## config.mk

```make
export PLATFORM = sky130hd
export DESIGN_NAME = mem_stage
export DESIGN_NICKNAME = d
export VERILOG_FILES = /design/src/rtl/mem_stage.sv
export SDC_FILE = /design/constraint.sdc
export NUM_CORES = 1
export LEC_CHECK = 0
export BUFFER_PORTS_ARGS = -buffer_cell sky130_fd_sc_hd__buf_2
export CAP_MARGIN = 40
export CORE_AREA = 2 2 151 153
export CTS_CLUSTER_SIZE = 10
export DETAILED_ROUTE_END_ITERATION = 8
export DIE_AREA = 0 0 153 155
export HOLD_SLACK_MARGIN = 0.06
export PLACE_DENSITY_LB_ADDON = 0.05
export SLEW_MARGIN = 20
export SYNTH_ARGS = -nofsm -noshare
export SYNTH_HDL_FRONTEND = slang
export SYNTH_SLANG_ARGS = --single-unit
```

## constraint.sdc

```tcl
create_clock -name clk -period 2.6 [get_ports clk]
set_clock_uncertainty 0.1 [all_clocks]
set_input_delay 0.52 -clock clk [delete_from_list [all_inputs] [get_ports clk]]
set_output_delay 0.52 -clock clk [all_outputs]
set_load 0.02 [all_outputs]
```

## src/rtl/mem_stage.sv

```systemverilog
// Memory-access stage: issues loads/stores over a req/gnt/rvalid data port,
// formats load data and registers the MEM/WB payload for write-back.
module mem_stage #(
  parameter int unsigned DATA_WIDTH     = 32,
  parameter int unsigned ADDR_WIDTH     = 32,
  parameter int unsigned REG_ADDR_WIDTH = 5
) (
  input  logic                      clk,
  input  logic                      rst_n,
  input  logic                      ex_valid_i,
  input  logic [DATA_WIDTH-1:0]     alu_result_i,
  input  logic [DATA_WIDTH-1:0]     rs2_data_i,
  input  logic [DATA_WIDTH-1:0]     pc_plus4_i,
  input  logic [DATA_WIDTH-1:0]     instruction_i,
  input  logic [REG_ADDR_WIDTH-1:0] rd_addr_i,
  input  logic                      RegWrite_i,
  input  logic                      MemRead_i,
  input  logic                      MemWrite_i,
  input  logic [2:0]                funct3_i,
  input  logic [1:0]                WBSel_i,
  output logic                      dmem_req_o,
  output logic                      dmem_we_o,
  output logic [ADDR_WIDTH-1:0]     dmem_addr_o,
  output logic [3:0]                dmem_be_o,
  output logic [DATA_WIDTH-1:0]     dmem_wdata_o,
  input  logic                      dmem_gnt_i,
  input  logic                      dmem_rvalid_i,
  input  logic [DATA_WIDTH-1:0]     dmem_rdata_i,
  output logic                      mem_stall_o,
  output logic                      wb_valid_o,
  output logic [DATA_WIDTH-1:0]     alu_result_o,
  output logic [DATA_WIDTH-1:0]     rd_data_o,
  output logic [DATA_WIDTH-1:0]     pc_plus4_o,
  output logic [DATA_WIDTH-1:0]     instruction_o,
  output logic [REG_ADDR_WIDTH-1:0] rd_addr_o,
  output logic                      RegWrite_o,
  output logic [1:0]                WBSel_o,
  output logic                      misaligned_o
);

  typedef enum logic [1:0] {
    IDLE    = 2'd0,
    REQ     = 2'd1,
    WAIT_RD = 2'd2
  } state_t;

  state_t state_q, state_d;

  logic                  is_mem;
  logic                  misaligned;
  logic                  memop;
  logic                  complete;
  logic [1:0]            byte_off;
  logic [7:0]            ld_byte;
  logic [15:0]           ld_half;
  logic [DATA_WIDTH-1:0] load_data;

  assign byte_off = alu_result_i[1:0];
  assign is_mem   = ex_valid_i & (MemRead_i | MemWrite_i);

  always_comb begin
    misaligned = 1'b0;
    case (funct3_i[1:0])
      2'b01:   misaligned = byte_off[0];
      2'b10:   misaligned = (byte_off != 2'b00);
      default: misaligned = 1'b0;
    endcase
    misaligned = misaligned & is_mem;
  end

  assign memop = is_mem & ~misaligned;

  // A request that was granted but whose data has not returned is tracked in
  // WAIT_RD; stores finish on their grant and never leave IDLE/REQ.
  always_comb begin
    state_d    = state_q;
    dmem_req_o = 1'b0;
    complete   = 1'b0;
    case (state_q)
      IDLE, REQ: begin
        if (memop) begin
          dmem_req_o = 1'b1;
          if (dmem_gnt_i) begin
            if (MemWrite_i) begin
              complete = 1'b1;
              state_d  = IDLE;
            end else begin
              state_d  = WAIT_RD;
            end
          end else begin
            state_d = REQ;
          end
        end else begin
          state_d = IDLE;
        end
      end
      WAIT_RD: begin
        if (dmem_rvalid_i) begin
          complete = 1'b1;
          state_d  = IDLE;
        end
      end
      default: state_d = IDLE;
    endcase
  end

  assign mem_stall_o = memop & ~complete;
  assign dmem_we_o   = memop & MemWrite_i;
  assign dmem_addr_o = {alu_result_i[ADDR_WIDTH-1:2], 2'b00};

  always_comb begin
    dmem_be_o    = 4'hF;
    dmem_wdata_o = rs2_data_i;
    if (MemWrite_i) begin
      case (funct3_i[1:0])
        2'b00: begin
          dmem_be_o    = 4'b0001 << byte_off;
          dmem_wdata_o = {4{rs2_data_i[7:0]}};
        end
        2'b01: begin
          dmem_be_o    = 4'b0011 << {byte_off[1], 1'b0};
          dmem_wdata_o = {2{rs2_data_i[15:0]}};
        end
        default: begin
          dmem_be_o    = 4'hF;
          dmem_wdata_o = rs2_data_i;
        end
      endcase
    end
  end

  always_comb begin
    ld_byte = dmem_rdata_i[7:0];
    case (byte_off)
      2'd0:    ld_byte = dmem_rdata_i[7:0];
      2'd1:    ld_byte = dmem_rdata_i[15:8];
      2'd2:    ld_byte = dmem_rdata_i[23:16];
      default: ld_byte = dmem_rdata_i[31:24];
    endcase
    ld_half = byte_off[1] ? dmem_rdata_i[31:16] : dmem_rdata_i[15:0];
    case (funct3_i)
      3'b000:  load_data = {{24{ld_byte[7]}}, ld_byte};
      3'b100:  load_data = {24'd0, ld_byte};
      3'b001:  load_data = {{16{ld_half[15]}}, ld_half};
      3'b101:  load_data = {16'd0, ld_half};
      default: load_data = dmem_rdata_i;
    endcase
  end

  always_ff @(posedge clk) begin
    if (!rst_n) state_q <= IDLE;
    else        state_q <= state_d;
  end

  // Payload is only refreshed when a slot is actually handed to WB; bubbles
  // clear the control bits and leave the data fields as they were.
  always_ff @(posedge clk) begin
    if (!rst_n) begin
      wb_valid_o    <= 1'b0;
      alu_result_o  <= '0;
      rd_data_o     <= '0;
      pc_plus4_o    <= '0;
      instruction_o <= '0;
      rd_addr_o     <= '0;
      RegWrite_o    <= 1'b0;
      WBSel_o       <= '0;
      misaligned_o  <= 1'b0;
    end else if (complete | (ex_valid_i & ~memop)) begin
      wb_valid_o    <= 1'b1;
      alu_result_o  <= alu_result_i;
      rd_data_o     <= (complete & ~MemWrite_i) ? load_data : '0;
      pc_plus4_o    <= pc_plus4_i;
      instruction_o <= instruction_i;
      rd_addr_o     <= rd_addr_i;
      RegWrite_o    <= RegWrite_i & ~misaligned;
      WBSel_o       <= WBSel_i;
      misaligned_o  <= misaligned;
    end else begin
      wb_valid_o    <= 1'b0;
      RegWrite_o    <= 1'b0;
      misaligned_o  <= 1'b0;
    end
  end

endmodule

```

==> summary.txt, run 1 <==
===============================================================================================
Clock input transition at the sequential cells of the worst setup and hold paths        0.06 ns
Buffer levels on the longest clock path                                                       2
Dominant synthesized flop cell                                                     sky130_fd_sc_hd__dfxtp_1
TritonCTS clock tree                                                                      built
Vias in the first global route                                                             6163
Number of H-tree levels                                                                       4
Post-CTS Hold Fix Bufs                                                                        0
Run status                                                                         finished, final reports clean
Clock root buffer master                                                           sky130_fd_sc_hd__clkbuf_16
Worst-path fanout max                                                                         8
Width of the die                                                                         153 µm
Maximum vdd drop                                                                       0.392 mV
Number of failing hold endpoints at the final stage                                           0
Setup TNS                                                                                  0 ns
Overall overflow remaining after global route                                                 0
Fin area                                                                               9290 µm²
Placed Area                                                                            8740 µm²
RSZ-0062 raised after global routing                                                      false
Launching point of the worst reg2reg path                                            state_q[1]
Half-perimeter wire length after placement                                             17300 µm
Number of sinks on the clock net                                                            140
DRT iter0 DRCs                                                                              309
Highest Clock Rate                                                                      403 MHz
Number of clock buffers inserted by TritonCTS                                                17
Post-layout minimum cycle time                                                          2.48 ns
Cell Rows                                                                                    55
Share of layout cells above drive strength 1                                              41.9%
Critical Path Sink                                                                 dmem_wdata_o[15]
Distinct cell type count after synthesis                                                     46
Mapped Cells                                                                                766
Via Count                                                                                  6427
Final critical-path share of the clock period                                             95.3%
Number of buffers inserted by port buffering                                                384
Clock latency reported for the late side of the worst-skew pair                         0.41 ns
Number of flops mapped to enable cells by yosys                                               0
Category of the most critical setup path                                           primary input to output pin
Netlist Area Pre-Place                                                                 6670 µm²
Top Ports                                                                                   387
Synth-to-layout area growth                                                               39.2%
Most common library cell in the layout ignoring fill and taps                      sky130_fd_sc_hd__buf_2
Final #Nets                                                                                1284
Worst setup slack for register-to-register paths                                        0.79 ns
Register area share after synthesis                                                       42.0%
R2R depth                                                                                     4
Remaining design rule violation count                                                         0
Max Slew Vio Count                                                                            0
Vertical die dimension                                                                   155 µm
Number of gates resized after cts                                                             0
Post-CTS repair timing setup buffer count                                                     0
Proportion of synthesized flip-flops having asynchronous set or reset                        0%
Hold/Removal Path Class                                                            primary input to register
Core area                                                                             22200 µm²
Sort of element at the start of the critical path                                  primary input
Synthesized area per cell                                                              8.71 µm²
Starting Density                                                                          30.0%
Max-cap viol count                                                                            0
Endpoint type of the worst setup path                                                output pin
Req. time, crit path                                                                    1.98 ns
Count of endpoints failing setup in the final report                                          0
Routed wire length                                                                     22200 µm
Global placer's final weighted congestion                                                 0.775
Flop and latch count out of synthesis                                                       140
Maximum number of pins on one net before global-route repair                                115
Length of the first detailed-routing pass in iterations                                       4
Number of nets with antenna violations after routing                                          0
Crit path setup slack, layout                                                          0.121 ns
Routed via count divided by cell count                                                     4.58
First element of the critical path                                                  funct3_i[0]
Most used cells in the layout excluding fill and tap cells                         383 x sky130_fd_sc_hd__buf_2, 251 x sky130_fd_sc_hd__nand2_1, 140 x sky130_fd_sc_hd__dfxtp_1, 106 x sky130_fd_sc_hd__mux2i_1, 33 x sky130_fd_sc_hd__nor2_1
Endpoint arrival time on the critical path                                              1.86 ns
Antenna violations before repair                                                              2
Total leakage power                                                                     4.99 nW
Mean routed wirelength per cell                                                         15.8 µm
First-pass GRT wire length                                                             33600 µm
Synthesis Warnings                                                                            0
Combined global-route utilization of all metal layers                                     17.9%
PwrDens                                                                              635 nW/µm²
DIE AREA                                                                              23700 µm²
Worst-case setup slack after placement                                                0.0896 ns
End of the worst register-to-register path                                         rd_data_o[17]
===============================================================================================
## layout make-up
type | count | area, µm²
Timing Repair Buffer | 412 | 2280
Clock buffer | 19 | 443
Antenna cell | 2 | 5.00
Tap cell | 285 | 357
Fill cell | 2267 | 12900
Multi-Input combinational cell | 524 | 3270
Clock inverter | 13 | 108
Inverter | 7 | 26.3
Sequential cell | 140 | 2800
## where the power goes
part	total [mW]	internal [mW]	leakage [nW]	switching [mW]
sequential	2.34	2.28	1.14	0.0603
combinational	1.28	0.519	3.60	0.760
clock	2.28	1.27	0.248	1.02
total	5.90	4.06	4.99	1.84
## flip-flops by register name (all words and copies together) (netlist names)
register / cells
alu_result_o: 32
instruction_o: 32
pc_plus4_o: 32
rd_data_o: 32
rd_addr_o: 5
WBSel_o: 2
state_q: 2
RegWrite_o: 1
misaligned_o: 1
wb_valid_o: 1
## layer usage
metal  vias to the layer above  part of all wire [%]  routed length, µm  global-route usage [%]
li1                       3236                     -                  -                       -
met4                         2                   2.9                645                    6.88
met2                       281                    49              10800                    31.1
met3                        36                   7.9               1750                    5.88
met5                         -                 0.032                  7                       0
met1                      2872                    41               9010                    20.5
## through the flow
step	cells	hold WS, ns	power [mW]	utilization [%]
detailed placement	1368	0.334	3.68	39.3
global route	1401	0.189	6.18	41.8
CTS	1400	0.175	6.01	41.8
global placement	1367	0.331	3.68	39.2
finish	1402	0.194	5.90	41.8
floorplan	767	0.415	3.18	-
## cells in the mapped netlist, types with 2 or more instances
| cell type | number | area share [%] |
|---|---|---|
| sky130_fd_sc_hd__o32ai_1 | 2 | 0.26 |
| sky130_fd_sc_hd__buf_6 | 8 | 1.3 |
| sky130_fd_sc_hd__o211ai_1 | 4 | 0.45 |
| sky130_fd_sc_hd__mux2i_1 | 106 | 16 |
| sky130_fd_sc_hd__nor2b_1 | 3 | 0.28 |
| sky130_fd_sc_hd__clkbuf_1 | 36 | 2.0 |
| sky130_fd_sc_hd__a221o_1 | 10 | 1.5 |
| sky130_fd_sc_hd__and2_1 | 3 | 0.28 |
| sky130_fd_sc_hd__nand2_1 | 251 | 14 |
| sky130_fd_sc_hd__nor3b_1 | 2 | 0.22 |
| sky130_fd_sc_hd__mux2_2 | 9 | 1.5 |
| sky130_fd_sc_hd__inv_1 | 7 | 0.39 |
| sky130_fd_sc_hd__dfxtp_1 | 140 | 42 |
| sky130_fd_sc_hd__a22o_1 | 15 | 2.0 |
| sky130_fd_sc_hd__o2bb2ai_2 | 10 | 2.2 |
| sky130_fd_sc_hd__and4b_1 | 2 | 0.30 |
| sky130_fd_sc_hd__a22oi_1 | 10 | 1.1 |
| sky130_fd_sc_hd__a21oi_1 | 5 | 0.37 |
| sky130_fd_sc_hd__buf_4 | 41 | 4.6 |
| sky130_fd_sc_hd__nand3_1 | 5 | 0.37 |
| sky130_fd_sc_hd__o21ai_0 | 16 | 1.2 |
| sky130_fd_sc_hd__o2bb2ai_1 | 9 | 1.2 |
| sky130_fd_sc_hd__and3b_1 | 2 | 0.26 |
| sky130_fd_sc_hd__o32a_1 | 2 | 0.30 |
| sky130_fd_sc_hd__a21o_1 | 2 | 0.22 |
| sky130_fd_sc_hd__ha_1 | 4 | 0.75 |
| sky130_fd_sc_hd__buf_2 | 10 | 0.75 |
| sky130_fd_sc_hd__nand2b_1 | 2 | 0.19 |
| sky130_fd_sc_hd__nor2_1 | 33 | 1.9 |
## logic make-up after synthesis
| family | Yosys count | synth area share [%] |
|---|---|---|
| compound gates | 93 | 11.8 |
| fa+ha+maj | 4 | 0.750 |
| buf+inv | 103 | 9.19 |
| flops | 140 | 42.0 |
| mux | 116 | 17.6 |
| other cells | 1 | 0.0562 |
| simple gates | 309 | 18.5 |
## worst min-delay path by stage
stage | from | end | slack, ns | depth (start not counted)
6_report | dmem_gnt_i | state_q[0] | 0.19 | 2
5_1_grt | dmem_gnt_i | state_q[0] | 0.19 | 2
4_1_cts | dmem_gnt_i | state_q[0] | 0.18 | 2
3_5_place_dp | rd_data_o[5] | rd_data_o[5] | 0.33 | 1
3_3_place_gp | rd_data_o[5] | rd_data_o[5] | 0.33 | 1
2_1_floorplan | state_q[0] | state_q[1] | 0.42 | 2
## worst max-delay path: stages
cell and delay, ns:
sky130_fd_sc_hd__buf_2 0.12, sky130_fd_sc_hd__inv_1 0.10, sky130_fd_sc_hd__ha_1 0.29, sky130_fd_sc_hd__and2_1 0.18, sky130_fd_sc_hd__nand2_1 0.20, sky130_fd_sc_hd__a22o_1 0.27
sky130_fd_sc_hd__buf_2 0.16
(Power assumes the default switching activity.)
==> run 2: changes to the inputs <==
--- a/constraint.sdc
+++ b/constraint.sdc
@@ -4,2 +4,2 @@
 set_output_delay 0.52 -clock clk [all_outputs]
-set_load 0.02 [all_outputs]
+set_load 0.005 [all_outputs]
==> run 2 against run 1 <==
Effect of this change: sequential power is essentially flat; power grew 0.78%; clock-buffer cell count shrank 1; worst hold slack gained 0.021 ns; worst setup slack lost 0.0020 ns; clock power grew 14%; final cell count shrank 0.29%; critical path depth grew 1; global-route usage is essentially flat; sequential share of layout area shrank 0.053 points; core utilization grew 0.073 points; via count shrank 1.7%.
==> summary.txt, run 2 (same netlist as run 1, synthesis figures left out) <==
===============================================================================================
Sequential Power Share                                                                    39.3%   was 39.6%
End of the worst register-to-register path                                         rd_data_o[20]   was rd_data_o[17]
Sort of element at the start of the critical path                                  primary input   unchanged
Worst hold path startpoint                                                           dmem_gnt_i   unchanged
Largest stage delay on the critical path                                                0.26 ns   was 0.29 ns
Length of the first detailed-routing pass in iterations                                       4   unchanged
Launching point of the worst reg2reg path                                            state_q[1]   unchanged
Req. time, crit path                                                                    1.98 ns   about the same
Critical-path cell with the highest stage delay                                    sky130_fd_sc_hd__a22o_1   was sky130_fd_sc_hd__ha_1
Depth of the worst hold-timing path                                                           2   unchanged
Final critical-path share of the clock period                                             95.4%   was 95.3%
DIE AREA                                                                              23700 µm²   unchanged
Mean routed wirelength per cell                                                         15.8 µm   about the same
Share of layout cells above drive strength 1                                              41.7%   was 41.9%
Hold/Removal Path Class                                                            primary input to register   unchanged
Starting Density                                                                          30.0%   unchanged
Vertical die dimension                                                                   155 µm   unchanged
Number of sinks on the clock net                                                            140   unchanged
TritonCTS clock tree                                                                      built   unchanged
Buffer levels on the longest clock path                                                       2   unchanged
Total net switching power                                                               1.56 mW   was 1.84 mW
Overall overflow remaining after global route                                                 0   unchanged
Routed via count divided by cell count                                                     4.52   was 4.58
Combined global-route utilization of all metal layers                                     17.9%   about the same
Post-layout minimum cycle time                                                          2.48 ns   about the same
Width of the die                                                                         153 µm   unchanged
Endpoint type of the worst setup path                                                output pin   unchanged
Highest Clock Rate                                                                      403 MHz   about the same
Number of buffers inserted by port buffering                                                384   unchanged
WHS Endpoint                                                                         state_q[0]   unchanged
Max Slew Vio Count                                                                            0   unchanged
RSZ-0062 raised after global routing                                                      false   unchanged
Clock root buffer master                                                           sky130_fd_sc_hd__clkbuf_16   unchanged
Max-cap viol count                                                                            0   unchanged
R2R depth                                                                                     5   was 4
Maximum vdd drop                                                                       0.380 mV   was 0.392 mV
Proportion of total power due to net switching                                            26.2%   was 31.1%
First-pass GRT wire length                                                             33700 µm   was 33600 µm
Final #Nets                                                                                1281   was 1284
Most common library cell in the layout ignoring fill and taps                      sky130_fd_sc_hd__buf_2   unchanged
Worst-case headroom to the max-slew limit                                                 38.4%
Worst-margin pin slew                                                                  0.924 ns
Via Count                                                                                  6317   was 6427
First element of the critical path                                                  funct3_i[1]   was funct3_i[0]
Clock latency reported for the late side of the worst-skew pair                         0.41 ns   about the same
Antenna violations before repair                                                              3   was 2
Top Ports                                                                                   387   unchanged
Number of clock buffers inserted by TritonCTS                                                17   unchanged
Maximum number of pins on one net before global-route repair                                205   was 115
Part of the power in combinational logic                                                  17.2%   was 21.7%
Number of nets with antenna violations after routing                                          0   unchanged
Cell Rows                                                                                    55   unchanged
Worst setup slack for register-to-register paths                                        0.62 ns   was 0.79 ns
PwrDens                                                                              639 nW/µm²   was 635 nW/µm²
Chain of cells forming the critical path                                           buf_2 > inv_1 > ha_1 > buf_12 > inv_1 > nand2_1 > a22o_1 > buf_2   was buf_2 > inv_1 > ha_1 > and2_1 > nand2_1 > a22o_1 > buf_2
Final Total Pwr                                                                         5.95 mW   was 5.90 mW
Worst-case setup slack after placement                                                0.0936 ns   was 0.0896 ns
Remaining design rule violation count                                                         0   unchanged
Clock input transition at the sequential cells of the worst setup and hold paths        0.06 ns   about the same
Fin area                                                                               9310 µm²   was 9290 µm²
Vias in the first global route                                                             6089   was 6163
DRT iter0 DRCs                                                                              347   was 309
Synth-to-layout area growth                                                               39.5%   was 39.2%
Global placer's final weighted congestion                                                 0.839   was 0.775
Core area                                                                             22200 µm²   unchanged
Total leakage power                                                                     5.02 nW   was 4.99 nW
Most used cells in the layout excluding fill and tap cells                         383 x sky130_fd_sc_hd__buf_2, 251 x sky130_fd_sc_hd__nand2_1, 140 x sky130_fd_sc_hd__dfxtp_1, 106 x sky130_fd_sc_hd__mux2i_1, 33 x sky130_fd_sc_hd__nor2_1   unchanged
Crit path setup slack, layout                                                          0.119 ns   was 0.121 ns
Utilization after layout                                                                  41.9%   was 41.8%
Number of failing hold endpoints at the final stage                                           0   unchanged
Post-CTS repair timing setup buffer count                                                     0   unchanged
Number of H-tree levels                                                                       4   unchanged
Run status                                                                         finished, final reports clean   unchanged
Endpoint arrival time on the critical path                                              1.86 ns   about the same
Placed Area                                                                            8680 µm²   was 8740 µm²
Count of endpoints failing setup in the final report                                          0   unchanged
Category of the most critical setup path                                           primary input to output pin   unchanged
Internal power                                                                          4.39 mW   was 4.06 mW
Setup TNS                                                                                  0 ns   unchanged
Routed wire length                                                                     22100 µm   was 22200 µm
Worst-path fanout max                                                                        28   was 8
Half-perimeter wire length after placement                                             17000 µm   was 17300 µm
Clock share of power                                                                      43.5%   was 38.7%
===============================================================================================
==> run 2: cell count changes in the layout (fill, tap and decap cells not counted), moves of 2 or more <==
cell,before,now
sky130_fd_sc_hd__bufinv_16,0,4
sky130_fd_sc_hd__clkinv_2,0,2
sky130_fd_sc_hd__clkinv_4,0,4
sky130_fd_sc_hd__clkinvlp_4,7,1
sky130_fd_sc_hd__inv_6,5,1
sky130_fd_sc_hd__o21ai_0,7,16
sky130_fd_sc_hd__o21ai_1,10,1
==> run 2: routing by layer <==
layer	global-route usage [%]	vias to the layer above	wire length [µm]
li1	-	3203	-
met4	7.10	0	597
met1	20.5	2822	8990
met3	5.68	33	1730
met5	0	-	0
met2	31.2	259	10800
==> run 2: power groups by stage <==
| stage | Clock, mW | Combinational, mW | Sequential (mW) |
|---|---|---|---|
| 3_3_place_gp | 0 | 1.04 | 2.39 |
| 2_1_floorplan | 0 | 0.544 | 2.40 |
| 5_1_grt | 2.76 | 1.12 | 2.35 |
| 4_1_cts | 2.67 | 1.04 | 2.34 |
| 6_report | 2.59 | 1.02 | 2.34 |
| 3_5_place_dp | 0 | 1.04 | 2.38 |
==> run 2: cell type report <==
| class | instances | area [µm²] |
|---|---|---|
| tap | 285 | 357 |
| multi-input combinational | 524 | 3270 |
| sequential | 140 | 2800 |
| antenna | 2 | 5.00 |
| fill | 2325 | 12900 |
| clock inverter | 13 | 193 |
| clock buffer | 18 | 429 |
| inverter | 7 | 26.3 |
| timing repair buffer | 409 | 2230 |
==> run 2: how the worst max path moves through the flow <==
stage                     cells past startpoint          endpoint  slack (ns)
final                                         8   dmem_wdata_o[9]        0.12
after global routing                          7       mem_stall_o        0.03
after CTS                                     8  dmem_wdata_o[15]        0.13
after detailed placement                      8     rd_data_o[18]        0.09
after global placement                        8     rd_data_o[19]        0.09
after floorplan                               7  dmem_wdata_o[24]        0.20
==> run 2: stage by stage <==
stage | hold WS (ns) | std cells
final | 0.216 | 1398
after global routing | 0.198 | 1398
after CTS | 0.198 | 1396
after detailed placement | 0.341 | 1365
after global placement | 0.341 | 1365
after floorplan | 0.351 | 767
==> run 2: critical path, delay by kind of cell <==
kind                     cells  cell delay, ns
adder cells (fa/ha/maj)      1            0.22
buffers and inverters        5            0.60
AND/OR/NAND/NOR              1            0.25
AO/OA/AOI/OAI                1            0.26
==> run 2: repair_timing <==
item / 4_1_cts / 5_1_grt
gates resized for setup: 0 / 1
setup endpoints to repair: 0 / 1
hold endpoints to repair: 0 / 0
hold buffers: 0 / 0
==> run 3: changes to the inputs <==
Settings changed: CELL_PAD_IN_SITES_DETAIL_PLACEMENT set to 1, CELL_PAD_IN_SITES_GLOBAL_PLACEMENT set to 1, CORE_AREA 2 2 151 153 to unset, CORE_MARGIN set to 1, CORE_UTILIZATION set to 31, DIE_AREA 0 0 153 155 to unset.
==> run 3 against run 2 <==
Effect of this change: sequential cell count stayed put; routed wire length increased by 6.5%; via count up 3.6%; global-route usage increased by 3.1 points; non-clock buffer count rose by 3; sequential share of layout area shrank 0.061 points; register-to-register slack worse by 0.04 ns; combinational power barely moved; sequential power about the same; critical path depth is the same; critical endpoint is now mem_stall_o; largest cell class unchanged.
==> summary.txt, run 3 (same netlist as run 1, synthesis figures left out) <==
===============================================================================================
Count of fill cells added during filler insertion                                          2650   was 2325
Highest Clock Rate                                                                      404 MHz   was 403 MHz
Endpoint type of the worst setup path                                                output pin   unchanged
Top Ports                                                                                   387   unchanged
Setup TNS                                                                                  0 ns   unchanged
Chain of cells forming the critical path                                           buf_2 > inv_1 > ha_1 > o211ai_1 > nand3_1 > a2111oi_2 > buf_4 > buf_2   was buf_2 > inv_1 > ha_1 > buf_12 > inv_1 > nand2_1 > a22o_1 > buf_2
Clock root buffer master                                                           sky130_fd_sc_hd__clkbuf_16   unchanged
Worst slack on hold paths                                                              0.178 ns   was 0.216 ns
Antenna violations before repair                                                              5   was 3
Clock latency reported for the late side of the worst-skew pair                         0.41 ns   about the same
Worst-case headroom to the max-slew limit                                                 49.2%   was 38.4%
Run status                                                                         finished, final reports clean   unchanged
Worst setup slack for register-to-register paths                                        0.58 ns   was 0.62 ns
Post-layout minimum cycle time                                                          2.48 ns   about the same
Final #Nets                                                                                1284   was 1281
Final Total Pwr                                                                         5.89 mW   was 5.95 mW
Vertical die dimension                                                                   149 µm   was 155 µm
Sequential Power Share                                                                    39.7%   was 39.3%
FF/Latch Area                                                                          2800 µm²   unchanged
Category of the most critical setup path                                           primary input to output pin   unchanged
Global placer's final weighted congestion                                                 0.845   was 0.839
Most common library cell in the layout ignoring fill and taps                      sky130_fd_sc_hd__buf_2   unchanged
Via Count                                                                                  6542   was 6317
Clock input transition at the sequential cells of the worst setup and hold paths        0.06 ns   about the same
First-pass GRT wire length                                                             35600 µm   was 33700 µm
Total net switching power                                                               1.59 mW   was 1.56 mW
DIE AREA                                                                              22100 µm²   was 23700 µm²
Vias in the first global route                                                             6588   was 6089
Utilization after layout                                                                  44.2%   was 41.9%
TritonCTS clock tree                                                                      built   unchanged
RSZ-0062 raised after global routing                                                      false   unchanged
Cell Rows                                                                                    53   was 55
Hold/Removal Path Class                                                            primary input to register   unchanged
Routed via count divided by cell count                                                     4.71   was 4.52
Worst-path fanout max                                                                         3   was 28
Worst-margin pin slew                                                                  0.762 ns   was 0.924 ns
Maximum number of pins on one net before global-route repair                                 69   was 205
PwrDens                                                                              631 nW/µm²   was 639 nW/µm²
Synth-to-layout area growth                                                               39.7%   was 39.5%
Share of layout cells above drive strength 1                                              41.8%   was 41.7%
Number of clock buffers inserted by TritonCTS                                                17   unchanged
Part of the power in combinational logic                                                  17.8%   was 17.2%
Post-CTS repair timing setup buffer count                                                     0   unchanged
Starting Density                                                                          31.6%   was 30.0%
DRT iter0 DRCs                                                                              233   was 347
Max-cap viol count                                                                            0   unchanged
Number of buffers inserted by port buffering                                                384   unchanged
Maximum vdd drop                                                                       0.406 mV   was 0.380 mV
Number of H-tree levels                                                                       4   unchanged
Buffer levels on the longest clock path                                                       2   unchanged
Number of nets with antenna violations after routing                                          0   unchanged
Count of endpoints failing setup in the final report                                          0   unchanged
Core area                                                                             21100 µm²   was 22200 µm²
Mean routed wirelength per cell                                                         16.9 µm   was 15.8 µm
Width of the die                                                                         149 µm   was 153 µm
Max Slew Vio Count                                                                            0   unchanged
Most Frequent Cell on Critical Path                                                sky130_fd_sc_hd__buf_2
Proportion of total power due to net switching                                            27.0%   was 26.2%
Remaining design rule violation count                                                         0   unchanged
Clock share of power                                                                      42.4%   was 43.5%
Req. time, crit path                                                                    1.98 ns   about the same
Total leakage power                                                                     5.02 nW   about the same
Largest stage delay on the critical path                                                0.26 ns   about the same
Sort of element at the start of the critical path                                  primary input   unchanged
Number of failing hold endpoints at the final stage                                           0   unchanged
Combined global-route utilization of all metal layers                                     21.0%   was 17.9%
Number of sinks on the clock net                                                            140   unchanged
Length of the first detailed-routing pass in iterations                                       4   unchanged
Internal power                                                                          4.30 mW   was 4.39 mW
Half-perimeter wire length after placement                                             18400 µm   was 17000 µm
Endpoint arrival time on the critical path                                              1.86 ns   about the same
Most used cells in the layout excluding fill and tap cells                         383 x sky130_fd_sc_hd__buf_2, 251 x sky130_fd_sc_hd__nand2_1, 140 x sky130_fd_sc_hd__dfxtp_1, 106 x sky130_fd_sc_hd__mux2i_1, 33 x sky130_fd_sc_hd__nor2_1   unchanged
Multi-input logic area                                                                 3270 µm²   about the same
Final critical-path share of the clock period                                             95.3%   was 95.4%
Overall overflow remaining after global route                                                 0   unchanged
Critical-path cell with the highest stage delay                                    sky130_fd_sc_hd__a2111oi_2   was sky130_fd_sc_hd__a22o_1
Routed wire length                                                                     23600 µm   was 22100 µm
===============================================================================================
[run 3: cell type report]
cell class | count | area share, %
clock buffer | 19 | 4.64
multi-input combinational | 524 | 35.1
inverter | 7 | 0.282
sequential | 140 | 30.1
tap | 275 | 3.69
timing repair buffer | 412 | 24.5
antenna | 1 | 0.0268
clock inverter | 12 | 1.76
[run 3: metal layers]
| layer | part of all wire [%] | global-route usage (%) | up-vias |
|---|---|---|---|
| li1 | - | - | 3216 |
| met1 | 38 | 22.2 | 3035 |
| met2 | 51 | 38.4 | 261 |
| met3 | 9.6 | 7.27 | 28 |
| met4 | 1.7 | 7.27 | 2 |
| met5 | 0.034 | 0 | - |
[run 3: power groups by stage]
stage	combinational (mW)	clock [mW]	sequential, mW
detailed placement	1.06	0	2.39
global route	1.15	2.66	2.36
CTS	1.07	2.57	2.34
finish	1.05	2.50	2.34
floorplan	0.544	0	2.40
global placement	1.05	0	2.38
[run 3: critical path, delay by kind of cell]
family          cells  cell delay [ns]
compound gates      2             0.49
buf+inv             4             0.46
fa+ha+maj           1             0.22
simple gates        1             0.18
[run 3: what timing repair did]
action                     4_1_cts  5_1_grt
setup endpoints to repair        1        2
gates resized for setup          1        2
hold buffers                     0        0
[run 3: per-stage QoR]
step | setup WS [ns] | std cells | instance area, µm²
after floorplan | 0.203 | 767 | 6680
after global placement | 0.0339 | 1356 | 8660
after detailed placement | -0.0204 | 1358 | 8720
after CTS | 0.0260 | 1389 | 9320
after global routing | 0.000288 | 1390 | 9330
final | 0.123 | 1390 | 9330
[run 3: final timing paths]
kind | start | endpoint | cells after the start
hold / removal | dmem_gnt_i | state_q[0] | 2
hold reg to reg | rd_data_o[5] | rd_data_o[5] | 1
setup reg to reg | state_q[1] | rd_data_o[7] | 5
setup / recovery | funct3_i[0] | mem_stall_o | 8
